$ cat src/rtl/bram_arbiter.sv
// Round-robin arbiter sharing the single-port frame BRAM between three requesters,
// with optional burst locking and tagged return of read data.
module bram_arbiter #(
  parameter int unsigned ADDR_W     = 17,
  parameter int unsigned DATA_W     = 12,
  parameter int unsigned RD_LATENCY = 2,
  parameter int unsigned MAX_BURST  = 16
) (
  input  logic                clk,
  input  logic                reset,
  input  logic                halt,
  input  logic [2:0]          req,
  input  logic [2:0]          lock,
  input  logic [2:0]          we,
  input  logic [3*ADDR_W-1:0] addr,
  input  logic [3*DATA_W-1:0] wdata,
  output logic [2:0]          gnt,
  output logic [2:0]          rd_valid,
  output logic [DATA_W-1:0]   rd_data,
  output logic [ADDR_W-1:0]   bram_addr,
  output logic                bram_we,
  output logic [DATA_W-1:0]   bram_din,
  input  logic [DATA_W-1:0]   bram_dout,
  output logic                busy
);

  localparam int unsigned CNT_W = 8;
  localparam int unsigned DEPTH = RD_LATENCY + 1;

  typedef enum logic {IDLE, BURST} state_t;

  state_t            state, state_n;
  logic [1:0]        ptr, ptr_n;
  logic [1:0]        owner, owner_n;
  logic [CNT_W-1:0]  cnt, cnt_n;

  logic              gnt_any;
  logic [1:0]        gnt_idx;
  logic [1:0]        c1, c2;
  logic              arb_hit;
  logic [1:0]        arb_idx;

  logic [ADDR_W-1:0] addr_a  [3];
  logic [DATA_W-1:0] wdata_a [3];

  logic [DEPTH-1:0]  pipe_v;
  logic [1:0]        pipe_id [DEPTH];

  // Unpack the per-requester address and write-data lanes
  always_comb begin
    for (int i = 0; i < 3; i++) begin
      addr_a[i]  = addr[i*ADDR_W +: ADDR_W];
      wdata_a[i] = wdata[i*DATA_W +: DATA_W];
    end
  end

  // Round-robin pick: search starts just after the last grantee, which comes last
  always_comb begin
    c1      = (ptr == 2'd2) ? 2'd0 : ptr + 2'd1;
    c2      = (c1 == 2'd2) ? 2'd0 : c1 + 2'd1;
    arb_hit = 1'b1;
    arb_idx = ptr;
    if (req[c1])       arb_idx = c1;
    else if (req[c2])  arb_idx = c2;
    else if (req[ptr]) arb_idx = ptr;
    else               arb_hit = 1'b0;
  end

  // Next-state and grant decode
  always_comb begin
    state_n = state;
    ptr_n   = ptr;
    owner_n = owner;
    cnt_n   = cnt;
    gnt_any = 1'b0;
    gnt_idx = 2'd0;
    if (!reset && !halt) begin
      if (state == BURST && req[owner] && lock[owner] && cnt < CNT_W'(MAX_BURST)) begin
        gnt_any = 1'b1;
        gnt_idx = owner;
        cnt_n   = cnt + CNT_W'(1);
      end else begin
        state_n = IDLE;
        if (arb_hit) begin
          gnt_any = 1'b1;
          gnt_idx = arb_idx;
          ptr_n   = arb_idx;
          if (lock[arb_idx]) begin
            state_n = BURST;
            owner_n = arb_idx;
            cnt_n   = CNT_W'(1);
          end
        end
      end
    end
  end

  assign gnt = gnt_any ? (3'b001 << gnt_idx) : 3'b000;

  always_ff @(posedge clk) begin
    if (reset) begin
      state <= IDLE;
      ptr   <= 2'd2;
      owner <= 2'd0;
      cnt   <= '0;
    end else begin
      state <= state_n;
      ptr   <= ptr_n;
      owner <= owner_n;
      cnt   <= cnt_n;
    end
  end

  // BRAM port registers; address and data hold when idle, write enable drops
  always_ff @(posedge clk) begin
    if (reset) begin
      bram_addr <= '0;
      bram_we   <= 1'b0;
      bram_din  <= '0;
    end else if (gnt_any) begin
      bram_addr <= addr_a[gnt_idx];
      bram_we   <= we[gnt_idx];
      bram_din  <= wdata_a[gnt_idx];
    end else begin
      bram_we   <= 1'b0;
    end
  end

  // Tag pipeline: final stage lines up with bram_dout of the matching read
  always_ff @(posedge clk) begin
    if (reset) begin
      pipe_v <= '0;
      for (int k = 0; k < int'(DEPTH); k++) pipe_id[k] <= 2'd0;
    end else begin
      pipe_v[0]  <= gnt_any && !we[gnt_idx];
      pipe_id[0] <= gnt_idx;
      for (int k = 1; k < int'(DEPTH); k++) begin
        pipe_v[k]  <= pipe_v[k-1];
        pipe_id[k] <= pipe_id[k-1];
      end
    end
  end

  assign rd_valid = pipe_v[DEPTH-1] ? (3'b001 << pipe_id[DEPTH-1]) : 3'b000;
  assign rd_data  = pipe_v[DEPTH-1] ? bram_dout : '0;
  assign busy     = gnt_any | (|pipe_v);

endmodule

$ cat config.mk
export PLATFORM = sky130hd
export DESIGN_NAME = bram_arbiter
export DESIGN_NICKNAME = d
export VERILOG_FILES = /design/src/rtl/bram_arbiter.sv
export SDC_FILE = /design/constraint.sdc
export NUM_CORES = 1
export LEC_CHECK = 0
export ABC_AREA = 1
export ABC_CLOCK_PERIOD_IN_PS = 2400
export CORE_ASPECT_RATIO = 1.1
export CORE_UTILIZATION = 39
export DETAILED_ROUTE_END_ITERATION = 10
export PLACE_DENSITY_LB_ADDON = 0.15
export REMOVE_ABC_BUFFERS = 1
export SLEW_MARGIN = 30
export SYNTH_ARGS = -nofsm -noshare
export SYNTH_HDL_FRONTEND = slang
export SYNTH_SLANG_ARGS = --single-unit
export TNS_END_PERCENT = 30
$ cat constraint.sdc
create_clock -name clk -period 2.4 [get_ports clk]
set_input_delay 0.36 -clock clk [delete_from_list [all_inputs] [get_ports clk]]
set_output_delay 0.36 -clock clk [all_outputs]
set_load 0.005 [all_outputs]
==> results.rst <==
.. list-table::
   :header-rows: 1

   * - Metric
     - Value
   * - Status
     - finished, violations left
   * - Violations in the final reports
     - design-rule violations
   * - Number of primary I/O pins
     - 160
   * - Max_slew headroom
     - 40.2%
   * - Area of the placeable core
     - 7170 um2
   * - Final critical path time including I/O delays and setup
     - 2310 ps
   * - Crit Path Category
     - in -> out
   * - Number of CTS-inserted buffers
     - 5
   * - Total congestion overflow
     - 0
   * - Biggest fanout along the worst timing path
     - 5
   * - Average size of a mapped cell
     - 6.06 um2
   * - Pwr Density
     - 456 nW/um2
   * - Max Fclk
     - 434 MHz
   * - Final cell count without fillers
     - 743
   * - Setup total negative slack
     - 0 ps
   * - Maximum number of pins on one net before global-route repair
     - 41
   * - Setup Viol. Count Final
     - 0
   * - Static leakage
     - 2.45 nW
   * - Net Sw Frac
     - 27.8%
   * - Average vias per placed instance
     - 4.69
   * - Clock latency at the later pin of the worst-skew pair
     - 310 ps
   * - Internal Power
     - 1.61 mW
   * - Distinct cell type count of the synthesized netlist
     - 30
   * - Unrepaired setup endpoints after global routing
     - yes
   * - Number of hold violations in the final report
     - 0
   * - Final hold slack
     - 404 ps
   * - Class of the tightest hold or removal check
     - reg -> reg
   * - Vias in the first global route
     - 3350
   * - Number of warning messages in the yosys log
     - 0
   * - VDD IR max
     - 0.000349 V
   * - Row Count
     - 32
   * - Initial Util
     - 41.1%
   * - Number of antenna violations at the first check in global routing
     - 0
   * - Type of element launching the critical path
     - primary input
   * - TritonCTS sink count
     - 52
   * - Worst clock skew
     - 7.29 ps
   * - Switching Power
     - 0.621 mW
   * - Router iterations before antenna repair
     - 9
   * - Routability-driven placement congestion ratio
     - 0.858
   * - CTS root buf
     - sky130_fd_sc_hd__clkbuf_8
   * - Estimated wirelength of the detail-placed design
     - 6880 um
   * - Die height
     - 93.2 um
   * - Clock tree from TritonCTS
     - yes
   * - Maximum capacitance violations
     - 0
   * - Iteration-0 DRC Markers
     - 105
   * - Proportion of power drawn by combinational gates
     - 30.0%
   * - Area Growth Syn to Fin
     - 66.0%
   * - Number of antenna diodes
     - 0
   * - Capturing element type of the critical path
     - output port
   * - Floorplan die area
     - 7910 um2
   * - Worst slew pin tran
     - 896 ps
   * - H-tree level count
     - 2
   * - Average wire per cell in the routed design
     - 11.9 um
   * - Final ANT Viol Nets
     - 0
   * - Share of final-layout standard cells stronger than drive strength 1
     - 9.42%
   * - Post-placement cell count
     - 733
   * - Post-Route WL
     - 8870 um
   * - Worst EP required
     - 2040 ps
   * - Vias
     - 3482
   * - Final Slew Violations
     - 0
   * - Die outline width
     - 84.9 um
   * - Clk pwr share
     - 27.3%
   * - Filler Cell Count
     - 658
   * - Number of buffer cells added on primary ports
     - 159
   * - Clock slew seen by the registers of the worst setup and hold paths
     - 100 ps
   * - Share of the cycle needed by the critical path after routing
     - 96.0%
   * - Part of the Yosys area used for sequential elements
     - 35.3%
   * - Cell area after synthesis
     - 2950 um2
   * - # DRC
     - 9
   * - Gr usage total
     - 22.9%
   * - Final-stage net count
     - 769
   * - Instance count of the mapped netlist
     - 487
   * - Sequential group share of total power
     - 42.7%
   * - Longest Clk Path Bufs
     - 2
   * - Arrival time worst endpoint
     - 1950 ps
   * - Global-route wire length before repair
     - 14600 um
   * - Number of flip-flops and latches in the synthesized netlist
     - 52
==> cell families (layout without fill, tap and decap cells) <==
group | Yosys count | after routing | synth area share, %
AO/OA/AOI/OAI | 55 | 55 | 9.72
adder cells (fa/ha/maj) | 1 | 1 | 0.424
buffers and inverters | 119 | 289 | 16.1
XOR/XNOR | 2 | 2 | 0.594
flip-flops | 52 | 52 | 35.3
AND/OR/NAND/NOR | 258 | 259 | 37.8
==> final timing paths <==
kind / start / endpoint / slack (ps) / cells past startpoint
worst max register to register: ptr[1]$_SDFFE_PP1P_ / pipe_v[0]$_SDFF_PP0_ / 330 / 13
worst max-delay path: lock[1] / gnt[1] / 90 / 12
worst min register to register: pipe_id[0][2]$_SDFF_PP0_ / pipe_id[0][4]$_SDFF_PP0_ / 400 / 2
worst min-delay path: pipe_id[0][2]$_SDFF_PP0_ / pipe_id[0][4]$_SDFF_PP0_ / 400 / 2
==> routing by layer <==
layer	up-vias	routed length, um	global-route usage (%)	share of wire [%]
li1	1822	-	-	-
met2	124	4590	43.9	52
met1	1523	3390	24.2	38
met4	0	203	6.92	2.3
met3	13	682	6.35	7.7
met5	-	0	0	0
==> power by group through the flow <==
stage	Sequential (mW)	Clock, mW	Combinational, mW
after floorplan	0.974	0	0.253
after global placement	0.972	0	0.648
after detailed placement	0.973	0	0.657
after CTS	0.954	0.623	0.664
after global routing	0.962	0.649	0.744
final	0.953	0.609	0.670
==> layout by cell type (no fill, tap or decap), drive strengths merged <==
| master | count |
|---|---|
| a21oi | 35 |
| dlymetal6s2s | 1 |
| nand3 | 63 |
| nor2 | 37 |
| bufinv | 1 |
| nand2 | 148 |
| ha | 1 |
| nand4 | 2 |
| o211ai | 1 |
| inv | 98 |
| a31oi | 1 |
| dfxtp | 52 |
| clkbuf | 7 |
| buf | 25 |
| xnor2 | 1 |
| nor3b | 1 |
| clkinv | 1 |
| and2 | 1 |
| xor2 | 1 |
| or2 | 1 |
| clkinvlp | 1 |
| dlygate4sd2 | 2 |
| clkdlybuf4s50 | 153 |
| o21ai | 18 |
| nor3 | 6 |
==> cell usage after synthesis <==
cell,instances,area (um2)
sky130_fd_sc_hd__nand3_2,1,10.0
sky130_fd_sc_hd__nor2_2,1,6.26
sky130_fd_sc_hd__inv_1,97,364
sky130_fd_sc_hd__clkbuf_1,8,30.0
sky130_fd_sc_hd__dfxtp_1,52,1040
sky130_fd_sc_hd__nor2_4,2,22.5
sky130_fd_sc_hd__nand2_1,140,526
sky130_fd_sc_hd__inv_2,1,3.75
sky130_fd_sc_hd__nand2_4,1,11.3
sky130_fd_sc_hd__nor2_1,33,124
sky130_fd_sc_hd__o21ai_2,1,8.76
sky130_fd_sc_hd__and2_1,1,6.26
sky130_fd_sc_hd__buf_1,1,3.75
sky130_fd_sc_hd__nand3_1,62,310
sky130_fd_sc_hd__a31oi_1,1,6.26
sky130_fd_sc_hd__o211ai_1,1,7.51
sky130_fd_sc_hd__nand4_1,2,12.5
sky130_fd_sc_hd__xor2_1,1,8.76
sky130_fd_sc_hd__ha_1,1,12.5
sky130_fd_sc_hd__buf_2,8,40.0
sky130_fd_sc_hd__buf_4,3,22.5
sky130_fd_sc_hd__nor3b_1,1,7.51
sky130_fd_sc_hd__a21oi_2,1,8.76
sky130_fd_sc_hd__xnor2_1,1,8.76
sky130_fd_sc_hd__nand2_2,7,43.8
sky130_fd_sc_hd__o21ai_0,17,85.1
sky130_fd_sc_hd__buf_6,1,11.3
sky130_fd_sc_hd__nor3_1,6,30.0
sky130_fd_sc_hd__or2_2,1,6.26
sky130_fd_sc_hd__a21oi_1,34,170
==> metrics by stage <==
stage | power [mW] | utilization [%] | setup WS [ps] | cell area, um2
6_report | 2.23 | 68.3 | 95.0 | 4890
3_3_place_gp | 1.62 | 65.9 | -333 | 4720
5_1_grt | 2.36 | 68.3 | -66.6 | 4890
2_1_floorplan | 1.23 | - | 134 | 2840
3_5_place_dp | 1.63 | 65.9 | -398 | 4720
4_1_cts | 2.24 | 67.8 | -43.5 | 4860
==> flip-flops by register name, indices dropped and copies added, names as in the netlist <==
name	cells
bram_we	1
owner	2
pipe_v	3
bram_addr	17
state	1
ptr	2
pipe_id	6
cnt	8
bram_din	12
==> layout make-up <==
class / instances / area, um2 / area share [%]
clock buffer: 5 / 68.8 / 1.41
clock inverter: 3 / 42.5 / 0.869
inverter: 98 / 368 / 7.52
multi-input combinational: 317 / 1480 / 30.2
sequential: 52 / 1040 / 21.3
tap: 85 / 106 / 2.17
timing repair buffer: 183 / 1790 / 36.5
==> worst max-delay path: stages <==
cell	delay [ps]
sky130_fd_sc_hd__clkdlybuf4s50_1	490
sky130_fd_sc_hd__nand2_1	60
sky130_fd_sc_hd__nand2_1	70
sky130_fd_sc_hd__nand2_1	50
sky130_fd_sc_hd__inv_1	50
sky130_fd_sc_hd__nand2_1	40
sky130_fd_sc_hd__nor2_1	100
sky130_fd_sc_hd__nand2_2	90
sky130_fd_sc_hd__inv_1	110
sky130_fd_sc_hd__nand2_1	130
sky130_fd_sc_hd__nand2_4	120
sky130_fd_sc_hd__dlygate4sd2_1	280
==> timing repair <==
| action | in CTS | in global routing |
|---|---|---|
| setup endpoints to repair | 21 | 23 |
| hold buffers | 0 | 0 |
| setup buffers | 0 | 1 |
| gates resized for setup | 18 | 11 |
| gates cloned | 1 | 0 |
| endpoints found under the hold margin | 0 | 0 |
| pin swaps | 1 | 5 |
Power figures use the tool's default switching activity.
